### config.mk
export PLATFORM = sky130hd
export DESIGN_NAME = sys1_dial
export DESIGN_NICKNAME = d
export VERILOG_FILES = /design/src/rtl/sys1_input_pkg.sv /design/src/rtl/sys1_toggle_det.sv /design/src/rtl/sys1_dial.sv
export SDC_FILE = /design/constraint.sdc
export NUM_CORES = 1
export LEC_CHECK = 0
export ABC_AREA = 0
export CAP_MARGIN = 30
export CORE_ASPECT_RATIO = 2
export CORE_MARGIN = 4
export CORE_UTILIZATION = 40
export CTS_CLUSTER_SIZE = 28
export DETAILED_ROUTE_END_ITERATION = 8
export GPL_TIMING_DRIVEN = 0
export MAX_ROUTING_LAYER = met4
export PLACE_DENSITY = 0.68
export REMOVE_ABC_BUFFERS = 1
export SYNTH_ARGS = -nofsm -noshare
export SYNTH_HDL_FRONTEND = slang
export SYNTH_SLANG_ARGS = --single-unit
### constraint.sdc
create_clock -name clk -period 8.7 [get_ports clk]
set_input_delay 0.87 -clock clk [delete_from_list [all_inputs] [get_ports clk]]
set_output_delay 0.87 -clock clk [all_outputs]
set_load 0.1 [all_outputs]
### src/rtl/sys1_input_pkg.sv
// Shared types and helpers for the System 1 spinner/dial input path.
package sys1_input_pkg;

  localparam int POS_W  = 12;
  localparam int FRAC_W = 4;

  typedef enum logic [1:0] {
    IDLE   = 2'd0,
    RAMP   = 2'd1,
    CRUISE = 2'd2
  } dial_state_t;

  // Sign-extend an 8-bit relative delta to position width, then scale it.
  function automatic logic [POS_W-1:0] sext_delta(input logic [7:0] d,
                                                  input int unsigned sh);
    logic [POS_W-1:0] x;
    x = {{(POS_W-8){d[7]}}, d};
    return x << sh;
  endfunction

endpackage

### src/rtl/sys1_toggle_det.sv
// Toggle-bit sample detector for one spinner/mouse source.
module sys1_toggle_det (
  input  logic       clk,
  input  logic       reset,
  input  logic [8:0] spin_in,
  output logic       hit,
  output logic [7:0] delta
);

  logic prev;

  // During reset prev tracks the input too, so a pending toggle is absorbed.
  always_ff @(posedge clk) begin
    if (reset) prev <= spin_in[8];
    else       prev <= spin_in[8];
  end

  assign hit   = spin_in[8] ^ prev;
  assign delta = spin_in[7:0];

endmodule

### src/rtl/sys1_dial.sv
// Positional dial: accelerated digital plus/minus merged with two relative
// spinner sources into one wrapping 8.4 fixed-point position.
module sys1_dial
  import sys1_input_pkg::*;
#(
  parameter int unsigned V_MIN     = 4,
  parameter int unsigned V_MAX     = 16,
  parameter int unsigned V_FAST    = 32,
  parameter int unsigned V_ACC     = 1,
  parameter int unsigned ANA_SHIFT = 4
) (
  input  logic       clk,
  input  logic       reset,
  input  logic       plus,
  input  logic       minus,
  input  logic       fast,
  input  logic       strobe,
  input  logic [8:0] spin1_in,
  input  logic [8:0] spin2_in,
  output logic [7:0] dial_out,
  output logic       moving
);

  localparam int NUM_SRC = 2;
  localparam logic [7:0] VMIN8  = 8'(V_MIN);
  localparam logic [7:0] VMAX8  = 8'(V_MAX);
  localparam logic [7:0] VFAST8 = 8'(V_FAST);
  localparam logic [7:0] VACC8  = 8'(V_ACC);

  logic [NUM_SRC-1:0][8:0] spin_in;
  logic [NUM_SRC-1:0]      hit;
  logic [NUM_SRC-1:0][7:0] delta;

  assign spin_in = {spin2_in, spin1_in};

  for (genvar i = 0; i < NUM_SRC; i++) begin : g_src
    sys1_toggle_det u_tdet (
      .clk     (clk),
      .reset   (reset),
      .spin_in (spin_in[i]),
      .hit     (hit[i]),
      .delta   (delta[i])
    );
  end

  dial_state_t      state, state_n;
  logic [7:0]       vel, vel_n;
  logic             dir, dir_n;       // 1 = plus
  logic             strobe_q;
  logic [POS_W-1:0] pos, pos_n;

  logic             strobe_edge;
  logic [7:0]       lim;
  logic [8:0]       ramp_v;
  logic [7:0]       ramp_sat;
  logic [POS_W-1:0] dig_step;
  logic [NUM_SRC-1:0][POS_W-1:0] ana_step;

  assign strobe_edge = strobe & ~strobe_q;
  assign lim         = fast ? VFAST8 : VMAX8;

  always_comb begin
    state_n  = state;
    vel_n    = vel;
    dir_n    = dir;
    dig_step = '0;
    ramp_v   = {1'b0, vel} + {1'b0, VACC8};
    ramp_sat = (ramp_v >= {1'b0, lim}) ? lim : ramp_v[7:0];
    if (strobe_edge) begin
      if (plus ^ minus) begin
        if (state == IDLE || plus != dir) begin
          state_n = RAMP;
          vel_n   = VMIN8;
          dir_n   = plus;
        end else begin
          case (state)
            RAMP: begin
              vel_n   = ramp_sat;
              state_n = (ramp_sat == lim) ? CRUISE : RAMP;
            end
            CRUISE: begin
              if (lim > vel) begin
                vel_n   = ramp_sat;
                state_n = RAMP;
              end else if (lim < vel) begin
                vel_n   = lim;
              end
            end
            default: ;
          endcase
        end
        dig_step = plus ? {4'b0, vel_n} : (POS_W'(0) - {4'b0, vel_n});
      end else begin
        state_n = IDLE;
        vel_n   = '0;
      end
    end
  end

  always_comb begin
    for (int i = 0; i < NUM_SRC; i++)
      ana_step[i] = hit[i] ? sext_delta(delta[i], ANA_SHIFT) : '0;
    // Digital and both analog contributions land in one update; wrap is natural.
    pos_n = pos + dig_step + ana_step[0] + ana_step[1];
  end

  always_ff @(posedge clk) begin
    if (reset) begin
      pos      <= '0;
      vel      <= '0;
      state    <= IDLE;
      dir      <= 1'b1;
      strobe_q <= 1'b0;
    end else begin
      pos      <= pos_n;
      vel      <= vel_n;
      state    <= state_n;
      dir      <= dir_n;
      strobe_q <= strobe;
    end
  end

  assign dial_out = pos[POS_W-1:FRAC_W];
  assign moving   = (state != IDLE);

endmodule
==> results of run 1 <==
## cell usage in the layout, fill, tap and decap left out, types with 2 or more instances in the layout
cell and n:
sky130_fd_sc_hd__ha_1 27, sky130_fd_sc_hd__a31oi_1 4, sky130_fd_sc_hd__o21a_1 3, sky130_fd_sc_hd__a22oi_1 4, sky130_fd_sc_hd__nand2b_1 4, sky130_fd_sc_hd__dfxtp_1 26, sky130_fd_sc_hd__nor2_1 37, sky130_fd_sc_hd__nor3b_1 2
sky130_fd_sc_hd__a32oi_1 2, sky130_fd_sc_hd__xnor2_1 15, sky130_fd_sc_hd__nand4_1 2, sky130_fd_sc_hd__o21ai_0 9, sky130_fd_sc_hd__fa_1 15, sky130_fd_sc_hd__a21oi_1 17, sky130_fd_sc_hd__nor3_1 4, sky130_fd_sc_hd__nand3_1 7
sky130_fd_sc_hd__clkdlybuf4s50_1 32, sky130_fd_sc_hd__inv_2 3, sky130_fd_sc_hd__and2_1 14, sky130_fd_sc_hd__nand2_1 28, sky130_fd_sc_hd__nor2b_1 8, sky130_fd_sc_hd__clkbuf_16 3, sky130_fd_sc_hd__a21o_1 3, sky130_fd_sc_hd__o21bai_1 2
sky130_fd_sc_hd__o211ai_1 2, sky130_fd_sc_hd__inv_1 25, sky130_fd_sc_hd__xor2_1 9
## kinds of logic after synthesis
family | after synthesis | share of synthesized area
flip-flops | 26 | 0.191
buffers and inverters | 42 | 0.0744
adder cells (fa/ha/maj) | 42 | 0.234
AND/OR/NAND/NOR | 116 | 0.226
AO/OA/AOI/OAI | 64 | 0.188
multiplexers | 2 | 0.00873
XOR/XNOR | 24 | 0.0772
## worst max-delay path, cell delays in order
cell	delay, ps
sky130_fd_sc_hd__clkdlybuf4s50_1	610
sky130_fd_sc_hd__inv_1	160
sky130_fd_sc_hd__ha_1	390
sky130_fd_sc_hd__a2111oi_4	380
sky130_fd_sc_hd__mux2i_2	190
sky130_fd_sc_hd__nor3_2	290
sky130_fd_sc_hd__and2_1	200
sky130_fd_sc_hd__a22o_1	190
sky130_fd_sc_hd__inv_1	50
sky130_fd_sc_hd__ha_1	260
sky130_fd_sc_hd__a21oi_1	180
sky130_fd_sc_hd__xnor2_1	140
sky130_fd_sc_hd__nor2_1	80
sky130_fd_sc_hd__fa_1	520
sky130_fd_sc_hd__fa_1	500
sky130_fd_sc_hd__ha_1	350
sky130_fd_sc_hd__a21oi_1	200
sky130_fd_sc_hd__o21ai_0	190
sky130_fd_sc_hd__o41ai_1	520
sky130_fd_sc_hd__o21ai_0	210
sky130_fd_sc_hd__xnor2_1	220
sky130_fd_sc_hd__xnor2_1	140
sky130_fd_sc_hd__nor2_1	50
## cell type report
type,count,area share
multi-input cells,248,0.639
flip-flops and latches,26,0.166
repair buffers,32,0.102
well taps,88,0.0352
inverters,28,0.0336
clock buffers,3,0.0240
## state kept, by name (all words and copies together) (netlist names)
register and cells:
dir 1, g_src.u_tdet.prev 2, pos 12, state 2, strobe_q 1, vel 8
## routing by layer
layer  wire length (um)  GRT usage  vias up
met5                  0          -        -
met3                124     0.0117       14
met1               2230      0.164     1074
met2               3710      0.315       44
li1                   -          -     1110
met4                177     0.0826        0
## worst max path at each step
stage / from / to / slack (ps) / depth (start not counted)
after floorplan: vel[3]$_SDFFE_PP0P_ / pos[11]$_SDFF_PP0_ / 2970 / 24
after global placement: fast / pos[11]$_SDFF_PP0_ / 1660 / 23
after detailed placement: fast / pos[11]$_SDFF_PP0_ / 1630 / 23
after CTS: fast / pos[11]$_SDFF_PP0_ / 1900 / 23
after global routing: fast / pos[11]$_SDFF_PP0_ / 1470 / 23
final: fast / pos[11]$_SDFF_PP0_ / 1930 / 23
## power by group through the flow
stage / logic (mW) / registers [mW] / clock network, mW
2_1_floorplan: 0.193 / 0.252 / 0
4_1_cts: 0.379 / 0.151 / 0.107
6_report: 0.375 / 0.150 / 0.103
3_5_place_dp: 0.376 / 0.153 / 0
3_3_place_gp: 0.371 / 0.153 / 0
5_1_grt: 0.415 / 0.153 / 0.110
## through the flow
step,setup slack [ps],power (mW),hold slack (ps),instances,util
after CTS,1900,0.637,527,425,0.473
after floorplan,2970,0.445,481,302,-
final,1930,0.628,524,425,0.473
after global routing,1470,0.678,561,425,0.473
after detailed placement,1630,0.529,504,422,0.462
after global placement,1660,0.524,507,422,0.462
==> results.txt, run 1 <==
----------------------------------------------------
[Synthesis]
  Library cell with the largest summed area after synthesis ... sky130_fd_sc_hd__dfxtp_1
  Area share of the largest cell type after synthesis ... 0.191
  Dominant cell by count in the synthesized netlist ... sky130_fd_sc_hd__nor2_1
  Cell area after technology mapping ... 0.00272 mm^2
  Cell types with the largest area share after synthesis ... sky130_fd_sc_hd__dfxtp_1 (19%), sky130_fd_sc_hd__ha_1 (12%), sky130_fd_sc_hd__fa_1 (11%), sky130_fd_sc_hd__nor2_1 (5.1%), sky130_fd_sc_hd__xnor2_1 (4.8%)
  Top cell types by occurrence after synthesis ... sky130_fd_sc_hd__nor2_1 (37), sky130_fd_sc_hd__nand2_1 (28), sky130_fd_sc_hd__ha_1 (27)
  Synth Flop Type ... sky130_fd_sc_hd__dfxtp_1
  Part of the Yosys area used for sequential elements ... 0.191
  Synth cell types ... 58
  Number of flops mapped to enable cells by yosys ... 0
  Synth warnings ... 0
  Gate Count Post-Synth ... 316
  Mean area per synthesized cell ... 8.62 um^2
  Post-synth ARST share ... 0
  Number of register bits inferred by synthesis ... 26

[Timing]
  Max-Slew Margin vs Limit ... 0.342
  Final sum of negative setup slack ... 0 ps
  # setup viols final ... 0
  Count of pins over their slew limit ... 0
  Slew @ Worst Pin ... 984 ps
  Achievable Freq ... 148 MHz
  Hold Vio Cnt, Final ... 0
  Time the worst path needs with I/O delays and setup ... 6770 ps
  Final worst clock skew ... 4.98 ps
  Final period util ... 0.778
  RSZ-0062 raised after global routing ... false

[Drt]
  Aggregate routed wire length ... 6.25 mm
  Initial drt markers ... 61
  Post-detailed-route DRC marker count ... 0
  Total via count after detailed routing ... 2242
  Number of routed nets with antenna violations ... 0
  Routed vias/inst ... 5.28
  Drt wl/cell ... 14.7 um
  Router iterations before antenna repair ... 4

[Finish]
  Antenna diode count ... 0
  Post-layout net count ... 405
  FF/Latch Area ... 520 um^2
  Synthesis-to-layout area growth ... 15.0%
  Area of all placed cells without fillers ... 0.00313 mm^2
  Layout filler cell count ... 662
  Fraction of layout cells with a size suffix above 1 ... 0.0653
  Area occupied by multi-input gates ... 0.00200 mm^2

[Min path]
  Hold Crit Start ... state[1]$_SDFFE_PP0P_
  Hold Path Class ... reg2reg
  Endpoint, Worst Hold ... state[1]$_SDFFE_PP0P_
  Hold Path Depth ... 2

[CTS]
  Clock Path Buffers ... 2
  Clk sink count ... 26
  Clock latency at the later pin of the worst-skew pair ... 270 ps
  CTS tree ... yes
  Clock slew at reported path FFs ... 70 ps
  H-Tree Level Count ... 1
  Number of buffers created by CTS ... 3
  Cell chosen for the clock root ... sky130_fd_sc_hd__clkbuf_16
  Total setup buffers inserted after CTS ... 0
  Total of cells resized after clock tree synthesis ... 0
  Count of hold buffers inserted by post-cts repair ... 0

[Setup path]
  Critical register-to-register path endpoint ... pos[11]$_SDFF_PP0_
  Maximum fanout count along the critical path ... 7
  Launch instance of the worst register-to-register path ... vel[1]$_SDFFE_PP0P_
  Endpoint arrival time on the critical path ... 6890 ps
  Critical path class ... in2reg
  Critical Path Start Type ... input pin
  Reg-to-reg slack, setup ... 2140 ps
  Setup crit end kind ... register
  Cell count of the worst reg-to-reg path ... 25
  Endpoint required time on the critical path ... 8820 ps

[Power and ir drop]
  Internal Power ... 334 uW
  Pwr dens ... 201 mW/mm^2
  Net switching power ... 295 uW
  Worst-case vdd ir drop ... 201 uV
  Part of the power in registers ... 0.239
  Sw frac ... 0.469
  Clock Power Share ... 0.164
  Leakage power ... 1.26 nW
  Combinational Power Share ... 0.597

[Floorplan]
  Die X ... 66.4 um
  Initial cell density of the core ... 0.411
  Die height ... 125 um
  Count of pins on the block boundary ... 33
  Number of placement rows ... 42
  Area of the core region ... 0.00662 mm^2
  Die Footprint ... 0.00827 mm^2

[GRT]
  GR Util All Layers ... 0.168
  Vias in the first global route ... 2370
  Number of antenna violations at the first check in global routing ... 0
  Overflow after GRT ... 0
  Pin count of the biggest net entering global routing ... 25
  First-pass GRT wire length ... 10.6 mm

[Status]
  Run status ... finished clean

[Run]
  Max-cap check violation count ... 0

[Placement]
  Cell Area, Placed ... 0.00306 mm^2
  Dpl hpwl ... 5.15 mm
  Global placer's final weighted congestion ... 0.898
  Count of port buffers added during placement ... 32

----------------------------------------------------
No activity file was read; power rests on OpenSTA's default activity.
==> run 2, diff against run 1 <==
- clock period: 8.7 -> 6.5 ns (I/O delays scaled with it)
==> results.txt, run 2 (synthesis gave the netlist of run 1 again) <==
----------------------------------------------------
[Timing]
  Final worst clock skew ... 5.92 ps
  # setup viols final ... 0
  RSZ-0062 raised after global routing ... false
  Slew @ Worst Pin ... 984 ps
  Achievable Freq ... 167 MHz
  WHS ... 525 ps
  Count of pins over their slew limit ... 0
  Final sum of negative setup slack ... 0 ps
  Hold Vio Cnt, Final ... 0
  Final period util ... 0.922
  Max-Slew Margin vs Limit ... 0.342
  Time the worst path needs with I/O delays and setup ... 5990 ps

[Finish]
  Register with the most flip-flops ... pos
  FF/Latch Area ... 531 um^2
  Highest-count cells in the layout ignoring fill and taps ... sky130_fd_sc_hd__nor2_1 (37), sky130_fd_sc_hd__clkdlybuf4s50_1 (31), sky130_fd_sc_hd__nand2_1 (28), sky130_fd_sc_hd__ha_1 (26), sky130_fd_sc_hd__inv_1 (25)
  Commonest non-fill, non-tap cell in the layout ... sky130_fd_sc_hd__nor2_1
  Antenna diode count ... 0
  Post-layout net count ... 406
  Flip-flop count of the largest register after layout ... 12
  Fraction of layout cells with a size suffix above 1 ... 0.0947
  Util after Layout ... 0.482
  Area occupied by multi-input gates ... 0.00204 mm^2
  Biggest registers after layout ... pos: 12 flops, vel: 8 flops
  Synthesis-to-layout area growth ... 17.1%
  Layout filler cell count ... 649
  Layout Cells excl Fill ... 426

[CTS]
  Clk sink count ... 26
  Clock slew at reported path FFs ... 70 ps
  Clock Path Buffers ... 2
  H-Tree Level Count ... 1
  CTS tree ... yes
  Clock latency at the later pin of the worst-skew pair ... 270 ps
  Number of buffers created by CTS ... 3
  Cell chosen for the clock root ... sky130_fd_sc_hd__clkbuf_16

[Setup path]
  Endpoint required time on the critical path ... 6630 ps
  Cell count of the worst reg-to-reg path ... 24
  Max incr delay on CP ... 520 ps
  Worst-path cell with the longest stage delay ... sky130_fd_sc_hd__fa_1
  Critical path, cell by cell ... inv_2, nor4_4, xnor2_2, ha_1, a2111oi_4, mux2i_2, nor3_2, and2_1, a22o_1, inv_1, ha_1, a21oi_1, xnor2_1, nor2_1, fa_1, fa_1, ha_1, a21oi_2, o21ai_1, o41ai_2, o21ai_0, xnor2_1, xnor2_1, nor2_1
  Critical path class ... reg2reg
  First element of the critical path ... vel[4]$_SDFFE_PP0P_
  Reg-to-reg slack, setup ... 510 ps
  Crit path buf inv count ... 2
  Setup crit end kind ... register
  Maximum fanout count along the critical path ... 6
  Cell family with the largest share of critical-path delay ... adder cells
  Crit. path cell count ... 24
  Critical register-to-register path endpoint ... pos[11]$_SDFF_PP0_
  Endpoint arrival time on the critical path ... 6120 ps
  Critical Path Start Type ... register
  Launch instance of the worst register-to-register path ... vel[4]$_SDFFE_PP0P_

[Power and ir drop]
  Sw frac ... 0.470
  Net switching power ... 399 uW
  Leakage power ... 1.30 nW
  Internal Power ... 451 uW
  Total power ... 850 uW
  Clock Power Share ... 0.165
  Worst-case vdd ir drop ... 269 uV
  Part of the power in registers ... 0.236
  Pwr dens ... 267 mW/mm^2
  Combinational Power Share ... 0.599

[GRT]
  Vias in the first global route ... 2373
  Pin count of the biggest net entering global routing ... 25
  First-pass GRT wire length ... 10.6 mm
  Overflow after GRT ... 0
  GR Util All Layers ... 0.168
  Number of antenna violations at the first check in global routing ... 0

[Floorplan]
  Die Footprint ... 0.00827 mm^2
  Count of pins on the block boundary ... 33
  Area of the core region ... 0.00662 mm^2
  Die height ... 125 um
  Initial cell density of the core ... 0.411
  Die X ... 66.4 um
  Number of placement rows ... 42

[Placement]
  Dpl hpwl ... 5.15 mm
  Count of port buffers added during placement ... 32
  Cell Count Post-Placement ... 422
  Global placer's final weighted congestion ... 0.898

[Drt]
  Drt wl/cell ... 14.8 um
  Router iterations before antenna repair ... 4
  Number of routed nets with antenna violations ... 0
  Post-detailed-route DRC marker count ... 0
  Total via count after detailed routing ... 2242
  Initial drt markers ... 66
  Aggregate routed wire length ... 6.30 mm
  Routed vias/inst ... 5.26

[Min path]
  Hold Crit Start ... state[1]$_SDFFE_PP0P_
  Endpoint, Worst Hold ... state[1]$_SDFFE_PP0P_
  Hold Path Depth ... 2
  Hold Path Class ... reg2reg

[Status]
  Run status ... finished clean

[Run]
  Max-cap check violation count ... 0

----------------------------------------------------
run 2: cell count changes in the layout (fill, tap and decap cells not counted), sizes merged:
| cell | before | now |
|---|---|---|
| clkdlybuf4s50 | 32 | 31 |
| buf | 0 | 1 |
| dlymetal6s2s | 0 | 1 |
run 2: area by class of cell:
class / instances / share of cell area
Inverter: 28 / 0.0330
Clock buffer: 3 / 0.0235
Sequential cell: 26 / 0.166
Tap cell: 88 / 0.0345
Multi-Input combinational cell: 248 / 0.639
Timing Repair Buffer: 33 / 0.104
run 2: timing repair:
action | 4_1_cts | 5_1_grt
hold buffers | 0 | 0
cloned | 0 | 0
setup buffers | 0 | 1
gates resized for setup | 1 | 13
pin swaps | 0 | 2
setup endpoints to repair | 1 | 2
run 2: how the worst max path moves through the flow:
stage,endpoint
floorplan,pos[11]$_SDFF_PP0_
global placement,pos[11]$_SDFF_PP0_
detailed placement,pos[11]$_SDFF_PP0_
CTS,pos[11]$_SDFF_PP0_
global route,pos[11]$_SDFF_PP0_
finish,pos[11]$_SDFF_PP0_
run 2: power groups by stage:
stage	Combinational, mW	Clock, mW	Sequential, mW
after floorplan	0.258	0	0.338
after global placement	0.496	0	0.205
after detailed placement	0.503	0	0.205
after CTS	0.511	0.143	0.202
after global routing	0.563	0.148	0.204
final	0.509	0.140	0.201
run 2: metal layers:
metal | vias to the layer above | wire length [um] | global-route usage
met5 | - | 0 | -
met4 | 0 | 193 | 0.0826
met3 | 13 | 162 | 0.0117
met2 | 50 | 3690 | 0.317
met1 | 1064 | 2250 | 0.164
li1 | 1115 | - | -
run 2: tightest hold or removal path: cells and delay by family (launching register included):
family           cells  cell delay (ps)
flip-flops           1              350
AND/OR/NAND/NOR      1               70
AO/OA/AOI/OAI        1               70
run 2: stage by stage:
stage / cell area, um^2 / worst slack (ps)
finish: 3190 / 508
detailed placement: 3060 / -347
CTS: 3140 / 87.4
floorplan: 2630 / 769
global route: 3190 / 43.4
global placement: 3060 / -324
